File: src/rtl/l1_miss_controller.sv
// Miss-handling FSM for a 2-way L1 cache backed by a victim cache.
// Array strobes are decoded from the current state plus request inputs so hits finish in one cycle.
module l1_miss_controller (
    input  logic        clk,
    input  logic        rst,
    input  logic        mem_read,
    input  logic        mem_write,
    input  logic        hit,
    input  logic        way_hit,
    input  logic        lru_way,
    input  logic        lru_valid,
    input  logic        lru_dirty,
    input  logic        lower_resp,
    output logic        mem_resp,
    output logic        lower_read,
    output logic        lower_write,
    output logic        evict_dirty,
    output logic [1:0]  data_load,
    output logic [1:0]  tag_load,
    output logic [1:0]  valid_load,
    output logic [1:0]  dirty_load,
    output logic        dirty_in,
    output logic        lru_load,
    output logic        lru_in,
    output logic        datain_sel,
    output logic        addr_sel,
    output logic [15:0] miss_count,
    output logic [15:0] evict_count
);

    typedef enum logic [1:0] {
        IDLE  = 2'd0,
        EVICT = 2'd1,
        FILL  = 2'd2
    } state_t;

    state_t      r_state;
    logic        r_lru_way;
    logic        r_evict_dirty;
    logic [15:0] r_miss_count;
    logic [15:0] r_evict_count;

    logic        w_req;
    logic [1:0]  w_hit_mask;
    logic [1:0]  w_fill_mask;

    assign w_req       = mem_read | mem_write;
    assign w_hit_mask  = way_hit   ? 2'b10 : 2'b01;
    assign w_fill_mask = r_lru_way ? 2'b10 : 2'b01;
    assign miss_count  = r_miss_count;
    assign evict_count = r_evict_count;

    // Victim way and dirty flag are captured on IDLE exit so the lookup inputs may change mid-miss.
    always_ff @(posedge clk) begin
        if (rst) begin
            r_state       <= IDLE;
            r_lru_way     <= 1'b0;
            r_evict_dirty <= 1'b0;
            r_miss_count  <= 16'h0000;
            r_evict_count <= 16'h0000;
        end else begin
            case (r_state)
                IDLE: begin
                    if (w_req && !hit) begin
                        r_miss_count  <= r_miss_count + 16'h0001;
                        r_lru_way     <= lru_way;
                        r_evict_dirty <= lru_dirty;
                        r_state       <= lru_valid ? EVICT : FILL;
                    end
                end
                EVICT: begin
                    if (lower_resp) begin
                        r_evict_count <= r_evict_count + 16'h0001;
                        r_state       <= FILL;
                    end
                end
                FILL: begin
                    if (lower_resp) begin
                        r_state <= IDLE;
                    end
                end
                default: r_state <= IDLE;
            endcase
        end
    end

    // All strobes are gated by rst so an abandoned transaction never writes the arrays.
    always_comb begin
        mem_resp    = 1'b0;
        lower_read  = 1'b0;
        lower_write = 1'b0;
        evict_dirty = 1'b0;
        data_load   = 2'b00;
        tag_load    = 2'b00;
        valid_load  = 2'b00;
        dirty_load  = 2'b00;
        dirty_in    = 1'b0;
        lru_load    = 1'b0;
        lru_in      = 1'b0;
        datain_sel  = 1'b0;
        addr_sel    = 1'b0;
        if (!rst) begin
            case (r_state)
                IDLE: begin
                    if (w_req && hit) begin
                        mem_resp = 1'b1;
                        lru_load = 1'b1;
                        lru_in   = ~way_hit;
                        if (mem_write) begin
                            data_load  = w_hit_mask;
                            dirty_load = w_hit_mask;
                            dirty_in   = 1'b1;
                        end
                    end
                end
                EVICT: begin
                    lower_write = 1'b1;
                    addr_sel    = 1'b1;
                    evict_dirty = r_evict_dirty;
                end
                FILL: begin
                    lower_read = 1'b1;
                    if (lower_resp) begin
                        data_load  = w_fill_mask;
                        tag_load   = w_fill_mask;
                        valid_load = w_fill_mask;
                        dirty_load = w_fill_mask;
                        datain_sel = 1'b1;
                    end
                end
                default: ;
            endcase
        end
    end

endmodule

File: config.mk
export PLATFORM = sky130hd
export DESIGN_NAME = l1_miss_controller
export DESIGN_NICKNAME = d
export VERILOG_FILES = /design/src/rtl/l1_miss_controller.sv
export SDC_FILE = /design/constraint.sdc
export NUM_CORES = 1
export LEC_CHECK = 0
export ABC_AREA = 1
export CAP_MARGIN = 20
export CORE_ASPECT_RATIO = 0.9
export CORE_MARGIN = 2
export CORE_UTILIZATION = 45
export DETAILED_ROUTE_END_ITERATION = 10
export GPL_TIMING_DRIVEN = 0
export HOLD_SLACK_MARGIN = 0.03
export PLACE_DENSITY = 0.77
export REMOVE_ABC_BUFFERS = 1
export SYNTH_ARGS = -nofsm -noshare
export SYNTH_HDL_FRONTEND = slang
export SYNTH_SLANG_ARGS = --single-unit
File: constraint.sdc
create_clock -name clk -period 2.85 [get_ports clk]
set_input_delay 0.4275 -clock clk [delete_from_list [all_inputs] [get_ports clk]]
set_output_delay 0.4275 -clock clk [all_outputs]
set_load 0.1 [all_outputs]
Word level (Yosys, flattened, before mapping)
Cells that the tools add are included.

word-level totals
  input port bits = 10
  output and inout port bits = 49
  logic and storage cells = 54
  register bits = 36

cells by class
  $add $sub $neg = 2
  bitwise logic cells = 2
  equal/unequal tests = 5
  reductions and logical operators = 7
  muxes and demuxes = 33

operator list
  cell                   count
  $add 16x1->16 const B  2
  $mux 2                 12
  $mux 1                 19
  $ne 2x2->1 const B     3
  $pmux 2 s3             1
  $pmux 2 s2             1
  $reduce_and 2->1       2
  $reduce_and 3->1       1
  $eq 2x1->1 const B     1
  $eq 2x2->1 const B     1
  $logic_and 1x1->1      2
  $logic_not 2->1        1
  $logic_not 1->1        1
  $not 1->1              1
  $or 1x1->1             1

Depth between registers and ports, before layout
Gate-level depths: netlist (run 1).

  depth after elaboration = 5
  gate-level depth with buffers = 9
  depth with buffers taken out = 9

Worst setup path after synthesis (run 1)
OpenSTA, ideal clock, no wires.

  kind = input to output
  start point = in rst
  end point = out valid_load[1]
  arrival = 3324 ps
  required time = 2423 ps
  path slack = -902 ps
  path buffers = 2
  stages = 3
  cells stage by stage = clkbuf_1 > nor3_1 > buf_4

on the way
  cells in the longest elaborated chain, start to end = 1

ends and longest elaborated chain
  what         line  RTL
  from (decl)  5     input logic rst,
  $mux 2       n/a
  to (decl)    20    output logic [1:0] valid_load,

Every way passes these cells.

Worst setup path after layout (run 1)
  start point = in mem_write
  end point = out dirty_load[0]

on the way
  cells in the longest elaborated chain, start to end = 5
  elaborated cells between the ends (all ways) = 6
  those cells by class = 4 x mux; 1 x bitwise; 1 x reduce/logical

ends and longest elaborated chain
  what               line  RTL
  from (decl)        7     input logic mem_write,
  $or 1x1->1         47    assign w_req = mem_read | mem_write;
  $logic_and 1x1->1  105   if (w_req && hit) begin
  $mux 2 (*)         105
  $pmux 2 s2 (*)     103   case (r_state)
  $mux 2 (*)         102   if (!rst) begin
  to (decl)          21    output logic [1:0] dirty_load,

Every way passes the cells marked *; elsewhere a longest branch is shown, timed or not.

==> metrics.txt, run 1 <==
run status finished clean; commonest non-fill, non-tap cells in the layout nand2_1, nor2_1, clkdlybuf4s50_1, inv_1, dfxtp_1; Post-CTS Setup Bufs 0; Bufs and invs on worst path 2; Initial DRT Pass Iterations 4; sequential power share 47.6%; vias 2019; switching power 0.320 mW; post-synthesis sequential area ratio 36.2%; Post-DP HPWL 3.38 mm; met1 usage 26.0%; Pwr Total 1.09 mW; row count 22; FF+latch count, synth 36; number of diodes 0; Post-DRT Antenna Nets 0; DR WL/cell 11.2 µm; Sink Count 36; CORE AREA 4160 µm²; min-delay worst type register to register; drt via density 4.92; max-cap viol count 0; CP Max Fanout 4; Hold Crit Start miss_count[4]; wire length of the first global-routing pass 7.53 mm; Worst Setup End Kind output port; initial antenna violation count 0; largest net degree at the start of global routing 25; worst slew pin tran 978 ps; H-tree lvl count 2; max_slew headroom 34.6%; warnings from Yosys 0; number of buffers created by CTS 5; Max stage delay on crit path 880 ps; Ports 59; die width 74.2 µm; Comb power frac 16.4%; Final min period 2800 ps; met3 Use GR 5.52%; post-synth cell types 30; fmax 0.357 GHz; Sw Share 29.4%; Worst Setup SP mem_write; Critical Path RT 2420 ps; Yosys top cell by area dfxtp_1; Crit Path Class primary input to output port; mapped cell area 1990 µm²; die height 67.1 µm; worst hold slack 467 ps; RSZ-0062 raised after global routing true; global route hottest layer met2; Area Overhead vs Synth 34.1%; top cells by area in the synthesized netlist dfxtp_1, nand2_1, nor2_1; P per Cell Area 407 nW/µm²; TritonCTS clock tree yes; Nets 362; met2 usage 31.3%; gpl congestion 0.835; clock latency on the worst-skew pair 290 ps; cell repeated most along the worst path nor2_1; r2r startpoint r_state[1]; VDD IR max 227 µV; Leak 1.09 nW; clock share of power 36.0%; crit-path cells clkdlybuf4s50_1 > nor2_1 > nor2_1 > nand4_1 > a21oi_1 > dlygate4sd2_1; Worst-path clk slew 60 ps; arrival time at the worst endpoint 2370 ps; Die ar. 4980 µm²; Hold Fails Final Rpt 0; share of cells above drive strength 1 8.29%; IO Port Bufs 58; Syn Area/Cell 6.76 µm²; global route overflow 0; clk buf depth 2; clock skew 7.59 ps; commonest non-fill, non-tap cell in the layout nand2_1; post-synth top area share 36.2%; Pint 0.768 mW; post-route clock period utilization 98.2%; vias in the first global route 1715; fin area 2670 µm²; final setup vio count 0; total wire length 4.60 mm; slowest CP cell dlygate4sd2_1; residual DRC count 0; Slew Limit Fails 0; clock root buffer clkbuf_8; CP Launch Type primary input; gr usage total 19.5%; dpl cell area 2580 µm²; cell family with most CP delay buffers and inverters; DRT iter0 DRCs 85; Cells after Synth 295; Initial Util 48.0%
cell type report:
cell class | count | area, µm²
Timing Repair inverter | 1 | 5.00
Clock buffer | 7 | 96.3
Inverter | 46 | 176
Sequential cell | 36 | 721
Timing Repair Buffer | 58 | 572
Fill cell | 387 | 1480
Tap cell | 60 | 75.1
Multi-Input combinational cell | 202 | 1030
power groups by stage:
stage               logic, mW  clock network (mW)  registers [mW]
floorplan               0.109                   0           0.550
global placement        0.179                   0           0.529
detailed placement      0.181                   0           0.529
CTS                     0.178               0.402           0.518
global route            0.189               0.427           0.519
finish                  0.178               0.392           0.518
through the flow:
step	setup TNS, ps	util, %	cells	setup slack [ps]
final	0	64.3	410	52.1
after global routing	-46.5	64.3	410	-25.7
after CTS	-8.58	64.2	409	-3.96
after detailed placement	-8920	62.0	402	-1150
after global placement	-8880	62.0	402	-1150
after floorplan	-11230	-	284	-2160
metal layers:
layer	vias up	routed length [µm]
li1	1045	-
met1	913	2220
met2	55	2040
met3	6	305
met4	0	40
met5	-	0
what timing repair did:
| item | 4_1_cts | 5_1_grt |
|---|---|---|
| gates cloned | 0 | 1 |
| endpoints found under the setup margin | 17 | 6 |
| hold buffers | 0 | 0 |
| gates resized for setup | 21 | 1 |
registers in the layout, indices dropped and copies added, names as in the netlist:
name           flops
r_state            2
miss_count        16
r_lru_way          1
r_evict_dirty      1
evict_count       16
cell usage after synthesis:
| cell type | count |
|---|---|
| nand2_1 | 60 |
| nor2_1 | 50 |
| inv_1 | 42 |
| dfxtp_1 | 36 |
| a21oi_1 | 19 |
| nand3_1 | 15 |
| nor3_1 | 10 |
| nand4_1 | 9 |
| o21ai_1 | 8 |
| nor2_4 | 7 |
| buf_4 | 6 |
| inv_2 | 4 |
| o21ai_0 | 4 |
| a31oi_1 | 3 |
| clkbuf_1 | 3 |
| and3_1 | 2 |
| ha_1 | 2 |
| nand3_4 | 2 |
| nor2_8 | 2 |
| a211oi_1 | 1 |
| a21oi_2 | 1 |
| buf_1 | 1 |
| buf_6 | 1 |
| nand2_2 | 1 |
| nand3b_1 | 1 |
| nor3b_1 | 1 |
| o21a_1 | 1 |
| o22ai_1 | 1 |
| xnor2_1 | 1 |
| xor2_1 | 1 |
worst register-to-register path: cells and delay by family (launching register included):
family | cells | cell delay, ps
AOI/OAI and AO/OA | 1 | 130
DFF | 1 | 400
and+or+nand+nor | 5 | 840
kinds of logic (layout without fill, tap and decap cells):
logic type / Yosys count / in the layout / synth area share, %
AO/OA/AOI/OAI: 38 / 38 / 10.2
XOR/XNOR: 2 / 2 / 0.879
adder cells (fa/ha/maj): 2 / 2 / 1.26
buffers and inverters: 57 / 112 / 12.2
flip-flops: 36 / 36 / 36.2
AND/OR/NAND/NOR: 160 / 160 / 39.2
path summary, 6_finish.rpt:
check	end	slack, ps	cells after the start
min	miss_count[4]	470	2
max	dirty_load[0]	50	6
max reg2reg	miss_count[9]	1390	6
min reg2reg	miss_count[4]	470	2
(Power assumes the default switching activity.)
==> inputs of run 2 (changes only) <==
--- a/config.mk
+++ b/config.mk
@@ -15,4 +15,4 @@
 export HOLD_SLACK_MARGIN = 0.03
+export MAX_ROUTING_LAYER = met4
 export PLACE_DENSITY = 0.77
-export REMOVE_ABC_BUFFERS = 1
 export SYNTH_ARGS = -nofsm -noshare
--- a/constraint.sdc
+++ b/constraint.sdc
@@ -3,2 +3,2 @@
 set_output_delay 0.4275 -clock clk [all_outputs]
-set_load 0.1 [all_outputs]
+set_load 0.005 [all_outputs]
==> run 2 against run 1 <==
Effect of this change: sequential power about the same; largest cell class unchanged; power shrank 0.99%; critical path type unchanged; clock-buffer cell count fell by 1; worst setup slack improved by 130 ps; highest routed layer unchanged; clock skew up 1.7 ps; sequential share of layout area fell by 0.81 points; global-route usage grew 1.8 points.
==> metrics.txt, run 2 (synthesis results as in run 1) <==
share of cells above drive strength 1 8.59%; Initial Util 48.0%; die height 67.1 µm; Critical Path RT 2420 ps; Worst Setup End Kind output port; Layout Utilization 66.3%; crit-path cells clkdlybuf4s50_1 > nor2_1 > nor2_1 > nand3_1 > o22ai_1 > inv_1 > nor2_1 > buf_4 > clkdlybuf4s50_1; Max stage delay on crit path 520 ps; r2r startpoint miss_count[1]; CORE AREA 4160 µm²; run status finished clean; critical path depth 9; clock skew 9.24 ps; Crit Path Class primary input to output port; cell repeated most along the worst path nor2_1; clk buf depth 2; max-cap viol count 0; Worst-path clk slew 70 ps; Die ar. 4980 µm²; Reg2Reg Depth 8; IO Port Bufs 58; drt via density 4.87; number of diodes 0; CP Max Fanout 4; commonest non-fill, non-tap cells in the layout nand2_1, clkdlybuf4s50_1, nor2_1, inv_1, dfxtp_1; cell family with most CP delay buffers and inverters; commonest non-fill, non-tap cell in the layout nand2_1; Area Overhead vs Synth 38.3%; initial antenna violation count 0; Setup crit end dirty_load[1]; Leak 1.09 nW; clock root buffer clkbuf_8; post-cts resize count 0; total wire length 4.67 mm; Post-DP HPWL 3.59 mm; TritonCTS clock tree yes; Slew Limit Fails 0; Fin Setup TNS 0 ps; gr usage total 21.3%; gpl congestion 0.919; min-delay worst type register to register; row count 22; Post-CTS Setup Bufs 0; Worst Setup SP mem_write; Reg area 721 µm²; Final min period 2670 ps; arrival time at the worst endpoint 2240 ps; multi-input logic area 1030 µm²; Bufs and invs on worst path 4; global route overflow 0; final setup vio count 0; fmax 0.375 GHz; VDD IR max 363 µV; vias 2049; P per Cell Area 391 nW/µm²; Hold Fails Final Rpt 0; Post-CTS Hold Fix Bufs 0; post-route clock period utilization 93.5%; number of buffers created by CTS 5; hold depth 2; wire length of the first global-routing pass 7.96 mm; vias in the first global route 1878; Crit Reg-Reg Endpoint miss_count[8]; residual DRC count 0; DR WL/cell 11.1 µm; worst slew pin tran 497 ps; Syn Nets 307; H-tree lvl count 2; Nets 372; worst hold slack 463 ps; clock latency on the worst-skew pair 300 ps; slowest CP cell clkdlybuf4s50_1; DRT iter0 DRCs 97; largest net degree at the start of global routing 12; Ports 59; max_slew headroom 66.8%; Initial DRT Pass Iterations 4; Post-DRT Antenna Nets 0; Pwr Total 1.08 mW; CP Launch Type primary input; RSZ-0062 raised after global routing false; Sink Count 36; reg2reg setup slack 1430 ps; die width 74.2 µm; fillers 384
-- run 2: power breakdown --
part	switching [mW]	total (mW)	internal [mW]
clock network	0.187	0.446	0.260
logic	0.0600	0.113	0.0532
registers	0.00732	0.518	0.510
total	0.254	1.08	0.823
-- run 2: worst min path at each step --
| stage | start | end | slack (ps) |
|---|---|---|---|
| final | r_evict_dirty | r_evict_dirty | 460 |
| after global routing | miss_count[4] | miss_count[4] | 490 |
| after CTS | r_evict_dirty | r_evict_dirty | 470 |
| after detailed placement | r_evict_dirty | r_evict_dirty | 460 |
| after global placement | r_evict_dirty | r_evict_dirty | 450 |
| after floorplan | r_evict_dirty | r_evict_dirty | 430 |
-- run 2: cell type report --
type,count,area share [%]
Buffer,11,2.59
Tap cell,60,2.72
Sequential cell,36,26.1
Inverter,46,6.26
Timing Repair Buffer,58,21.1
Clock inverter,2,1.27
Multi-Input combinational cell,202,37.3
Clock buffer,6,2.63
-- run 2: metal layers --
layer	global-route usage, %	vias to the layer above	wire [µm]
met3	5.07	9	223
met2	34.4	59	2210
met5	-	-	0
met4	8.18	0	87
li1	-	1064	-
met1	25.8	917	2140
-- run 2: worst register-to-register path: stages, from the launching register on --
cell and delay, ps:
dfxtp_1 370, ha_1 190, nand2_1 110, nor2_1 100, nand2_1 130, nor2_8 190, nand2_1 80, o21ai_1 120
nor2_1 40
-- run 2: metrics by stage --
step	setup slack (ps)	instance area, µm²	instances
2_1_floorplan	1270	1990	295
3_3_place_gp	229	2650	413
3_5_place_dp	183	2650	413
4_1_cts	186	2760	421
5_1_grt	88.3	2760	421
6_report	185	2760	421
